File: src/rtl/regfile_write_arbiter.sv
// Single write port of the 32x32 register file, shared between writeback (priority)
// and the multi-cycle unit, plus a sequenced clear of x1..x31.
module regfile_write_arbiter #(
    parameter int STARVE_LIMIT = 4,
    parameter int DATA_WIDTH   = 32
) (
    input  logic                  clock,
    input  logic                  reset,
    input  logic                  wb_valid,
    input  logic [4:0]            wb_addr,
    input  logic [DATA_WIDTH-1:0] wb_data,
    output logic                  wb_ready,
    input  logic                  mc_valid,
    input  logic [4:0]            mc_addr,
    input  logic [DATA_WIDTH-1:0] mc_data,
    output logic                  mc_ready,
    input  logic                  clear_start,
    output logic                  clear_busy,
    output logic                  clear_done,
    output logic                  rf_write_enable,
    output logic [4:0]            rf_write_address,
    output logic [DATA_WIDTH-1:0] rf_write_data
);
    typedef enum logic {ST_ARB, ST_CLEAR} state_t;

    localparam logic [3:0] STARVE_MAX = 4'(STARVE_LIMIT);
    localparam logic [4:0] LAST_REG   = 5'd31;

    state_t                  state_q, state_d;
    logic [4:0]              clr_cnt_q, clr_cnt_d;
    logic [3:0]              starve_q, starve_d;
    logic                    rf_we_q, rf_we_d;
    logic [4:0]              rf_addr_q, rf_addr_d;
    logic [DATA_WIDTH-1:0]   rf_data_q, rf_data_d;
    logic                    clear_done_q, clear_done_d;
    logic                    wb_grant, mc_grant;

    always_ff @(posedge clock) begin
        if (reset) begin
            state_q      <= ST_ARB;
            clr_cnt_q    <= '0;
            starve_q     <= '0;
            rf_we_q      <= 1'b0;
            rf_addr_q    <= '0;
            rf_data_q    <= '0;
            clear_done_q <= 1'b0;
        end else begin
            state_q      <= state_d;
            clr_cnt_q    <= clr_cnt_d;
            starve_q     <= starve_d;
            rf_we_q      <= rf_we_d;
            rf_addr_q    <= rf_addr_d;
            rf_data_q    <= rf_data_d;
            clear_done_q <= clear_done_d;
        end
    end

    always_comb begin
        state_d   = state_q;
        clr_cnt_d = clr_cnt_q;
        case (state_q)
            ST_ARB: begin
                if (clear_start) begin
                    state_d   = ST_CLEAR;
                    clr_cnt_d = 5'd1;
                end
            end
            ST_CLEAR: begin
                // Counter wraps to 0 after x31, matching its idle value.
                clr_cnt_d = clr_cnt_q + 5'd1;
                if (clr_cnt_q == LAST_REG) begin
                    state_d = ST_ARB;
                end
            end
            default: state_d = ST_ARB;
        endcase
    end

    // A starved MC request beats WB; otherwise WB has priority.
    always_comb begin
        wb_grant = 1'b0;
        mc_grant = 1'b0;
        if (state_q == ST_ARB && !clear_start) begin
            if (starve_q == STARVE_MAX && mc_valid) begin
                mc_grant = 1'b1;
            end else if (wb_valid) begin
                wb_grant = 1'b1;
            end else if (mc_valid) begin
                mc_grant = 1'b1;
            end
        end
    end

    always_comb begin
        rf_we_d      = 1'b0;
        rf_addr_d    = rf_addr_q;
        rf_data_d    = rf_data_q;
        clear_done_d = 1'b0;
        starve_d     = starve_q;
        if (state_q == ST_CLEAR) begin
            rf_we_d      = 1'b1;
            rf_addr_d    = clr_cnt_q;
            rf_data_d    = '0;
            clear_done_d = (clr_cnt_q == LAST_REG);
        end else begin
            // Writes to x0 are accepted but never reach the register file.
            if (wb_grant && wb_addr != 5'd0) begin
                rf_we_d   = 1'b1;
                rf_addr_d = wb_addr;
                rf_data_d = wb_data;
            end else if (mc_grant && mc_addr != 5'd0) begin
                rf_we_d   = 1'b1;
                rf_addr_d = mc_addr;
                rf_data_d = mc_data;
            end
            if (!mc_valid || mc_grant) begin
                starve_d = '0;
            end else if (starve_q != STARVE_MAX) begin
                starve_d = starve_q + 4'd1;
            end
        end
    end

    assign wb_ready         = wb_grant;
    assign mc_ready         = mc_grant;
    assign clear_busy       = (state_q == ST_CLEAR);
    assign clear_done       = clear_done_q;
    assign rf_write_enable  = rf_we_q;
    assign rf_write_address = rf_addr_q;
    assign rf_write_data    = rf_data_q;
endmodule

File: config.mk
export PLATFORM = sky130hd
export DESIGN_NAME = regfile_write_arbiter
export DESIGN_NICKNAME = d
export VERILOG_FILES = /design/src/rtl/regfile_write_arbiter.sv
export SDC_FILE = /design/constraint.sdc
export NUM_CORES = 1
export LEC_CHECK = 0
export BUFFER_PORTS_ARGS = -buffer_cell sky130_fd_sc_hd__buf_2
export CAP_MARGIN = 10
export CORE_MARGIN = 1.5
export CORE_UTILIZATION = 42
export DETAILED_ROUTE_END_ITERATION = 7
export GPL_TIMING_DRIVEN = 0
export MAX_ROUTING_LAYER = met4
export PLACE_DENSITY = 0.75
export RECOVER_POWER = 25
export SYNTH_ARGS = -nofsm -noshare
export SYNTH_HDL_FRONTEND = slang
export SYNTH_SLANG_ARGS = --single-unit
File: constraint.sdc
create_clock -name clock -period 1.6 [get_ports clock]
set_input_delay 0.32 -clock clock [delete_from_list [all_inputs] [get_ports clock]]
set_output_delay 0.32 -clock clock [all_outputs]
set_load 0.005 [all_outputs]
==> summary.txt, run 1 <==
Run status
  – Status: finished, violations left
  – Violated checks: negative setup slack

Pwr
  – Leakage: 1.741 nW
  – Worst vdd ir: 0.0004355 V
  – Tot Pwr: 0.002741 W
  – PD cells: 709.9 nW/um2

Timing
  – Slew Viols, Final: 0
  – Slew headroom: 65.23%
  – Worst Setup Slack, final: -0.1784 ns
  – Slew @ Worst Pin: 0.5173 ns
  – RSZ-0062 raised after global routing: true
  – Clock Skews: 0.009207 ns
  – Fin crit period: 1.778 ns
  – Final hold viol count: 0
  – # setup viols final: 42
  – F_max: 0.5623 GHz
  – Final period util: 111.2%

Critical path
  – CP Max Fanout: 3
  – Critical Path Max Stage Delay: 0.35 ns
  – Slowest stage cell, crit path: dfxtp_2
  – CP endpoint kind: flop
  – Delay-heaviest family, CP: compound AO/OA/AOI/OAI gates
  – CP arrival: 1.98 ns
  – Worst-path cell chain: inv_2 -> ha_4 -> nand3b_1 -> a21oi_2 -> and2_4 -> buf_6 -> a211o_4 -> o221a_4
  – Buf/Inv on CP: 2
  – Critical setup path kind: reg -> reg
  – Setup crit start kind: flop
  – Req. time, crit path: 1.80 ns

Floorplanning
  – Die X: 80.82 um
  – Rows: 28
  – Die area: 6532 um2
  – Core footprint: 5886 um2
  – Top-Level Pins: 121
  – Initial core utilization: 43.22%
  – Chip Height: 80.82 um

Global route
  – First-pass GRT wire length: 12630 um
  – Largest net degree at the start of global routing: 16
  – Total track usage: 25.27%
  – Initial antenna violation count: 0
  – Total congestion overflow: 0
  – Number of global-route vias before repair: 2777

Routing
  – Initial drt markers: 175
  – Wire per inst: 14.47 um
  – Routed Antenna Nets: 0
  – Drt drc: 0
  – Vias post-DR: 2922
  – DRT Pass-1 Iters: 4
  – Total wire length: 7972 um
  – Vias per cell: 5.303

Place
  – RD Place Congestion: 0.8657
  – IO Port Bufs: 119
  – Placement-stage cell area: 3239 um2
  – DPL Wire Length: 5092 um

Layout
  – Final Instance Area: 3861 um2
  – Antenna Cells: 0
  – Nets: 558
  – Share of cells above drive strength 1: 42.44%
  – Area growth syn-to-layout: 51.80%

Clock tree
  – CTS tree: yes
  – Total CTS buffers: 5
  – Clock-pin slew of the registers on the worst-case setup and hold paths: 0.10 ns
  – Bufs on Longest Clock Path: 2
  – Root buffer cell: clkbuf_8
  – # clock sinks: 49
  – Worst skew pair latency: 0.30 ns
  – H-tree Lvls: 2

Synth
  – Synth Net Count: 409
  – Post-synthesis cell type count: 41
  – Register bit total from synthesis: 49
  – Synth warn: 0
  – Seq/Total Area, Yosys: 38.56%
  – Syn Inst Count: 326
  – Post-Syn Area: 2544 um2
  – Avg Inst Size Synth: 7.803 um2

Run
  – Max_cap viols: 0

Min path
  – Path type of the worst min-delay path: in -> reg
-- cells in the mapped netlist (all sizes together) --
library cell	number	area (um2)
mux2	1	11.26
nand2b	3	18.77
a41oi	1	8.760
nor3	4	20.02
nand3b	2	15.01
a21o	1	7.510
o21ai	34	173.9
o221a	1	11.26
inv	5	18.77
dfxtp	49	980.9
ha	4	50.05
a22oi	3	22.52
nor3b	5	37.54
nor2	15	66.32
o21a	31	232.7
a311oi	1	8.760
nor4	1	6.260
or4	1	11.26
a211oi	1	7.510
nand2	69	259.0
nor2b	2	12.51
nand3	3	15.01
and2	4	25.02
a221oi	3	26.28
nand4b	1	8.760
o2111ai	1	8.760
o211a	1	10.01
a22o	2	17.52
or2	1	6.260
a21oi	11	55.05
and3	2	12.51
o2bb2ai	1	15.01
a211o	1	8.760
clkbuf	15	56.30
o22ai	3	18.77
buf	12	85.08
a31oi	31	193.9
-- registers in the layout, summed over array words and instances (netlist names) --
signal	flops
rf_write_data	32
starve_q	4
rf_write_address	5
clear_done	1
clr_cnt_q	5
clear_busy	1
rf_write_enable	1
-- metal layers --
layer	vias up	GRT usage, %	part of all wire, %
met3	14	4.157	4.2
met5	-	-	0
met1	1335	31.30	46
met2	103	41.33	48
li1	1470	-	-
met4	0	9.310	1.9
-- placed cells by master, fill, tap and decap left out, types with 2 or more instances in the layout --
cell type / Yosys / final
buf_2: 8 / 113
nand2_1: 69 / 68
dfxtp_1: 49 / 46
o21a_1: 31 / 31
o21ai_0: 33 / 30
a31oi_1: 31 / 25
buf_4: 0 / 22
nor2_1: 13 / 13
clkbuf_1: 15 / 12
buf_6: 4 / 11
a21oi_1: 11 / 8
clkbuf_8: 0 / 7
nor3b_1: 5 / 5
a31oi_4: 0 / 5
a21oi_2: 0 / 3
inv_1: 5 / 3
nor3_1: 4 / 3
nand2b_1: 3 / 3
o22ai_2: 0 / 3
clkbuf_2: 0 / 3
nand3_1: 3 / 3
o21ai_1: 0 / 3
ha_1: 4 / 3
inv_2: 0 / 2
nor2_4: 1 / 2
nand3b_1: 2 / 2
and2_4: 0 / 2
a22o_1: 2 / 2
and2_1: 4 / 2
a221oi_2: 0 / 2
buf_8: 0 / 2
clkbuf_4: 0 / 2
a22oi_1: 3 / 2
clkinv_2: 0 / 2
dfxtp_2: 0 / 2
-- kinds of logic after synthesis --
kind of cell	share of synthesized area, %
AOI/OAI and AO/OA	32.51
adders and majority gates	1.968
buffers and inverters	6.296
DFF	38.56
muxes	0.4427
and+or+nand+nor	20.22
-- metrics by stage --
step           instances  worst slack [ns]  util, %  TNS [ns]  hold WS (ns)
6_report             551           -0.1784    65.60    -5.023        0.2636
4_1_cts              549           -0.1445    63.63    -3.700        0.2530
5_1_grt              551           -0.2334    65.60    -7.813        0.2552
3_5_place_dp         520           -0.5852    55.04    -18.59        0.4642
3_3_place_gp         520           -0.5384    55.04    -17.15        0.4611
2_1_floorplan        326           -0.1248        -    -2.815        0.4659
-- where the power goes --
| group | leakage, nW | switching, W | total (W) | internal (W) |
|---|---|---|---|---|
| registers | 0.401 | 0.0000426 | 0.00132 | 0.00128 |
| clock network | 0.0439 | 0.000430 | 0.000733 | 0.000303 |
| logic | 1.30 | 0.000344 | 0.000687 | 0.000343 |
-- final cells by class --
cell class              count  area, um2
repair buffers            146      855.8
flip-flops and latches     49      987.2
fillers                   476       2024
clock inverters             3      17.52
inverters                   5      18.77
clock buffers               5      68.82
plain buffers              23      178.9
multi-input cells         245       1640
well taps                  75      93.84
-- tightest hold or removal path: stages --
cell     delay (ns)
buf_2          0.10
nand2_1        0.04
a31oi_1        0.07
-- final timing paths --
kind,from,to,slack (ns),cells past startpoint
worst max-delay path,starve_q[1],rf_write_address[2],-0.18,8
worst max register to register,starve_q[1],rf_write_address[2],-0.18,8
worst min-delay path,wb_data[15],rf_write_data[15],0.26,3
worst min register to register,rf_write_address[1],rf_write_address[1],0.52,2
-- repair_timing --
item / CTS / global route
setup buffers: 21 / 2
setup endpoints to repair: 40 / 43
hold buffers: 0 / 0
gates resized for setup: 60 / 23
cloned: 4 / 0
pin swaps: 13 / 6
Power figures use the tool's default switching activity.
==> inputs of run 2 (changes only) <==
--- a/config.mk
+++ b/config.mk
@@ -7,2 +7,3 @@
 export LEC_CHECK = 0
+export ABC_AREA = 1
 export BUFFER_PORTS_ARGS = -buffer_cell sky130_fd_sc_hd__buf_2
@@ -10,3 +11,3 @@
 export CORE_MARGIN = 1.5
-export CORE_UTILIZATION = 42
+export CORE_UTILIZATION = 43
 export DETAILED_ROUTE_END_ITERATION = 7
@@ -14,3 +15,3 @@
 export MAX_ROUTING_LAYER = met4
-export PLACE_DENSITY = 0.75
+export PLACE_DENSITY = 0.76
 export RECOVER_POWER = 25
==> constraint.sdc (replaced) <==
create_clock -name clock -period 1.56 [get_ports clock]
set_input_delay 0.312 -clock clock [delete_from_list [all_inputs] [get_ports clock]]
set_output_delay 0.312 -clock clock [all_outputs]
set_load 0.05 [all_outputs]
==> summary.txt, run 2 <==
Run status
  – Status: finished, violations left
  – Violated checks: negative setup slack

Synth
  – Synth warn: 0
  – Top-count cell post-synth: inv_1
  – Syn Inst Count: 356
  – Register bit total from synthesis: 49
  – Synth top cells by count: inv_1, nand2_1, dfxtp_1
  – Most common flop cell mapped by yosys: dfxtp_1
  – Asr flop ratio synth: 0%
  – Seq/Total Area, Yosys: 36.10%
  – Post-synthesis cell type count: 30
  – Post-Syn Area: 2718 um2
  – Largest cells by area after synthesis: dfxtp_1, o22ai_2, inv_1
  – Synth Net Count: 439
  – Area fraction of the dominant cell type after synthesis: 36.10%
  – Post-synth top area cell: dfxtp_1
  – Avg Inst Size Synth: 7.634 um2
  – Post-synth EDFFs: 0

Timing
  – Slew headroom: 60.27%
  – Slew @ Worst Pin: 0.5985 ns
  – # setup viols final: 37
  – Worst Setup Slack, final: -0.09836 ns
  – F_max: 0.6030 GHz
  – Fin crit period: 1.658 ns
  – Final hold viol count: 0
  – RSZ-0062 raised after global routing: true
  – Slew Viols, Final: 0
  – Final period util: 106.3%
  – Clock Skews: 0.008619 ns

Floorplanning
  – Top-Level Pins: 121
  – Chip Height: 82.50 um
  – Core footprint: 6026 um2
  – Rows: 28
  – Die X: 82.50 um
  – Die area: 6806 um2
  – Initial core utilization: 45.10%

Critical path
  – Req. time, crit path: 1.25 ns
  – CP Max Fanout: 2
  – Critical setup path kind: reg -> out
  – CP endpoint: wb_ready
  – Critical Path Max Stage Delay: 0.34 ns
  – Worst r2r path cells: 10
  – Reg2Reg Capture Point: rf_write_data[28]
  – Worst-path cell chain: inv_2 -> ha_4 -> nand4_4 -> nand2_4 -> clkinvlp_4 -> buf_8
  – Setup crit start kind: flop
  – Slowest stage cell, crit path: dfxtp_2
  – Setup slack, reg-to-reg: -0.08 ns
  – CP arrival: 1.35 ns
  – R2r startpoint: starve_q[0]
  – CP endpoint kind: primary output
  – Worst Setup SP: starve_q[0]

Routing
  – Initial drt markers: 59
  – DRT Pass-1 Iters: 6
  – Routed Antenna Nets: 0
  – Drt drc: 0
  – Total wire length: 7163 um
  – Vias per cell: 4.777
  – Wire per inst: 12.57 um
  – Vias post-DR: 2723

Place
  – IO Port Bufs: 120
  – DPL Wire Length: 5021 um
  – RD Place Congestion: 0.7846
  – Setup Slack @ Placement: -0.1429 ns
  – Number of instances in the placed design: 551

Layout
  – Area growth syn-to-layout: 44.48%
  – Nets: 577
  – Antenna Cells: 0
  – Post-route insts no fill: 570
  – Share of cells above drive strength 1: 49.70%
  – Most frequent cells in the layout: buf_2, inv_1, nand2_1, dfxtp_1, o22ai_2
  – Commonest non-fill, non-tap cell in the layout: buf_2
  – Largest register FFs: 32

Clock tree
  – CTS tree: yes
  – Clock-pin slew of the registers on the worst-case setup and hold paths: 0.10 ns
  – Worst skew pair latency: 0.31 ns
  – Bufs on Longest Clock Path: 2
  – H-tree Lvls: 2
  – # clock sinks: 49
  – Cts-stage hold buffer count: 0
  – Total CTS buffers: 5
  – Root buffer cell: clkbuf_8

Global route
  – Number of global-route vias before repair: 2405
  – Total congestion overflow: 0
  – Initial antenna violation count: 0
  – First-pass GRT wire length: 10520 um
  – Largest net degree at the start of global routing: 17
  – Total track usage: 20.45%

Pwr
  – Tot Pwr: 0.003104 W
  – PD cells: 790.5 nW/um2
  – Leakage: 1.975 nW
  – Worst vdd ir: 0.0004635 V

Run
  – Max_cap viols: 0

Min path
  – Path type of the worst min-delay path: in -> reg
## run 2: kinds of logic after synthesis
family / share of synthesized area, %
DFF: 36.10
and+or+nand+nor: 21.13
adders and majority gates: 1.842
AOI/OAI and AO/OA: 23.02
buffers and inverters: 17.91
## run 2: report_power, final
group	internal (W)	total (W)	switching, W
Sequential	0.00131	0.00134	0.0000345
Combinational	0.000333	0.000886	0.000553
Clock	0.000416	0.000874	0.000457
Total	0.00206	0.00310	0.00105
## run 2: cell type report
type / instances / area (um2)
Buffer: 14 / 168.9
Clock buffer: 6 / 93.84
Clock inverter: 2 / 16.27
Fill cell: 514 / 2100
Inverter: 93 / 365.4
Multi-Input combinational cell: 199 / 1463
Sequential cell: 49 / 987.2
Tap cell: 75 / 93.84
Timing Repair Buffer: 132 / 738.2
## run 2: metrics by stage
stage | hold slack (ns) | TNS [ns] | area (um2) | utilization, %
2_1_floorplan | 0.3811 | 0 | 2736 | -
3_3_place_gp | 0.4554 | -2.554 | 3431 | 56.94
3_5_place_dp | 0.4624 | -3.306 | 3431 | 56.94
4_1_cts | 0.2423 | -0.2446 | 3830 | 63.56
5_1_grt | 0.2390 | -4.241 | 3926 | 65.16
6_report | 0.2513 | -1.963 | 3926 | 65.16
## run 2: how the worst min path moves through the flow
| stage | startpoint | end | cells past startpoint | slack, ns |
|---|---|---|---|---|
| final | reset | starve_q[1] | 2 | 0.25 |
| after global routing | wb_data[26] | rf_write_data[26] | 3 | 0.24 |
| after CTS | reset | clr_cnt_q[4] | 2 | 0.24 |
| after detailed placement | rf_write_data[1] | rf_write_data[1] | 2 | 0.46 |
| after global placement | rf_write_data[0] | rf_write_data[0] | 2 | 0.46 |
| after floorplan | reset | clr_cnt_q[1] | 1 | 0.38 |
## run 2: metal layers
layer | share of wire (%) | global-route usage (%)
met1 | 42 | 23.16
met2 | 51 | 36.99
met3 | 6.5 | 4.176
met4 | 0.98 | 4.500
met5 | 0 | -
## run 2: worst max-delay path: cells and delay by family, from the launching register on
kind | cells | cell delay, ns
flip-flops | 1 | 0.34
buffers and inverters | 3 | 0.32
adder cells (fa/ha/maj) | 1 | 0.16
AND/OR/NAND/NOR | 2 | 0.22
## run 2: what timing repair did
action / in CTS / in global routing
pin swaps: 5 / 3
gates cloned: 1 / 0
setup buffers: 8 / 3
gates resized for setup: 57 / 21
endpoints found under the setup margin: 41 / 41
==> inputs of run 3 (changes only) <==
Settings changed: CORE_UTILIZATION 43 to 45, GPL_TIMING_DRIVEN 0 to 1, SLEW_MARGIN from default to 20.
Clock period 1.56 ns to 2.11 ns, I/O delays scaled along.
==> summary.txt, run 3 (synthesized netlist as in run 2, its figures left out) <==
Timing
  – Slew Viols, Final: 0
  – Slew headroom: 57.36%
  – RSZ-0062 raised after global routing: false
  – # setup viols final: 0
  – F_max: 0.5080 GHz
  – Final hold viol count: 0
  – Slew @ Worst Pin: 0.6423 ns
  – Fin crit period: 1.968 ns
  – Clock Skews: 0.008511 ns
  – Final period util: 93.29%
  – Final setup TNS: 0 ns

Layout
  – Largest register FFs: 32
  – Nets: 555
  – Most frequent cells in the layout: buf_2, inv_1, nand2_1, dfxtp_1, o21ai_1
  – Antenna Cells: 0
  – Share of cells above drive strength 1: 33.83%
  – Commonest non-fill, non-tap cell in the layout: buf_2
  – Post-route insts no fill: 548
  – Area growth syn-to-layout: 25.69%

Global route
  – Number of global-route vias before repair: 2212
  – Largest net degree at the start of global routing: 43
  – Busiest grt layer: met2
  – GR Layer Usage met1: 19.58%
  – Initial antenna violation count: 0
  – Total track usage: 18.27%
  – Total congestion overflow: 0
  – M3 GR Usage: 4.091%
  – GR Util met2: 33.78%
  – First-pass GRT wire length: 9080 um

Clock tree
  – Bufs on Longest Clock Path: 2
  – Postcts setup bufs: 0
  – Total CTS buffers: 5
  – Cts-stage hold buffer count: 0
  – # clock sinks: 49
  – Clock-pin slew of the registers on the worst-case setup and hold paths: 0.09 ns
  – CTS tree: yes
  – Root buffer cell: clkbuf_8
  – Worst skew pair latency: 0.30 ns
  – H-tree Lvls: 2
  – Post-CTS sizing: 0

Floorplanning
  – Top-Level Pins: 121
  – Die area: 6514 um2
  – Die X: 80.71 um
  – Core footprint: 5886 um2
  – Initial core utilization: 46.17%
  – Chip Height: 80.71 um
  – Rows: 28

Place
  – RD Place Congestion: 0.8550
  – Number of instances in the placed design: 540
  – IO Port Bufs: 120
  – DPL Wire Length: 4557 um

Critical path
  – Reg2Reg Capture Point: rf_write_data[13]
  – Worst r2r path cells: 8
  – Req. time, crit path: 1.69 ns
  – Critical setup path kind: reg -> out
  – Setup slack, reg-to-reg: 0.19 ns
  – R2r startpoint: starve_q[0]
  – CP Max Fanout: 7
  – CP arrival: 1.55 ns
  – Setup crit start kind: flop
  – CP endpoint kind: primary output

Min path
  – Path type of the worst min-delay path: in -> reg
  – Hold Path Stages: 2
  – Worst Hold End: clear_done
  – Hold Startpoint: reset

Run
  – Max_cap viols: 0

Routing
  – Vias per cell: 4.710
  – Total wire length: 6010 um
  – Drt drc: 0
  – Routed Antenna Nets: 0
  – Vias post-DR: 2581
  – DRT Pass-1 Iters: 4
  – Initial drt markers: 67
  – Wire per inst: 10.97 um

Pwr
  – Worst vdd ir: 0.0003556 V
  – Total internal power: 0.001531 W
  – Comb power frac: 24.0%
  – PD cells: 649.5 nW/um2
  – Net Sw Frac: 31.00%
  – NetSw: 0.0006877 W
  – Leakage: 1.749 nW
  – Sequential power share: 44.7%
  – Clock power frac: 31.3%

Run status
  – Status: completed
==> run 3: worst max-delay path, cell delays in order (launching register included) <==
cell	delay, ns
dfxtp_1	0.36
inv_1	0.08
ha_1	0.22
nand4_2	0.19
nand2_1	0.07
inv_1	0.07
buf_2	0.25
==> run 3: how the worst max path moves through the flow <==
stage / from / end / slack, ns
floorplan: clear_busy / mc_ready / 0.32
global placement: starve_q[0] / rf_write_data[4] / 0.29
detailed placement: starve_q[0] / rf_write_data[13] / 0.21
CTS: starve_q[0] / wb_ready / 0.12
global route: starve_q[0] / rf_write_data[4] / 0.03
finish: starve_q[0] / wb_ready / 0.14
==> run 3: power groups by stage <==
| stage | registers [W] | logic, W | clock network (W) |
|---|---|---|---|
| floorplan | 0.00114 | 0.000264 | 0 |
| global placement | 0.00101 | 0.000531 | 0 |
| detailed placement | 0.00101 | 0.000538 | 0 |
| CTS | 0.000992 | 0.000541 | 0.000721 |
| global route | 0.000997 | 0.000579 | 0.000739 |
| finish | 0.000992 | 0.000532 | 0.000695 |
==> run 3: stage by stage <==
stage / setup WS, ns / util, % / hold slack, ns / area [um2] / power [W]
after floorplan: 0.3236 / - / 0.4519 / 2718 / 0.001407
after global placement: 0.2863 / 56.44 / 0.4543 / 3322 / 0.001543
after detailed placement: 0.2058 / 56.44 / 0.4582 / 3322 / 0.001551
after CTS: 0.1191 / 58.48 / 0.3618 / 3442 / 0.002254
after global routing: 0.02872 / 58.04 / 0.3717 / 3416 / 0.002315
final: 0.1416 / 58.04 / 0.3727 / 3416 / 0.002219
==> run 3: area by class of cell <==
class / instances / area (um2)
Multi-Input combinational cell: 199 / 1242
Clock inverter: 2 / 37.54
Inverter: 93 / 354.1
Fill cell: 578 / 2470
Timing Repair Buffer: 124 / 624.3
Tap cell: 75 / 93.84
Sequential cell: 49 / 980.9
Clock buffer: 6 / 82.58
==> run 3: layer usage <==
layer	wire length, um	part of all wire, %	vias up
li1	-	-	1362
met1	2616	44	1126
met2	2851	47	88
met3	492	8.2	5
met4	49	0.82	0
met5	0	0	-
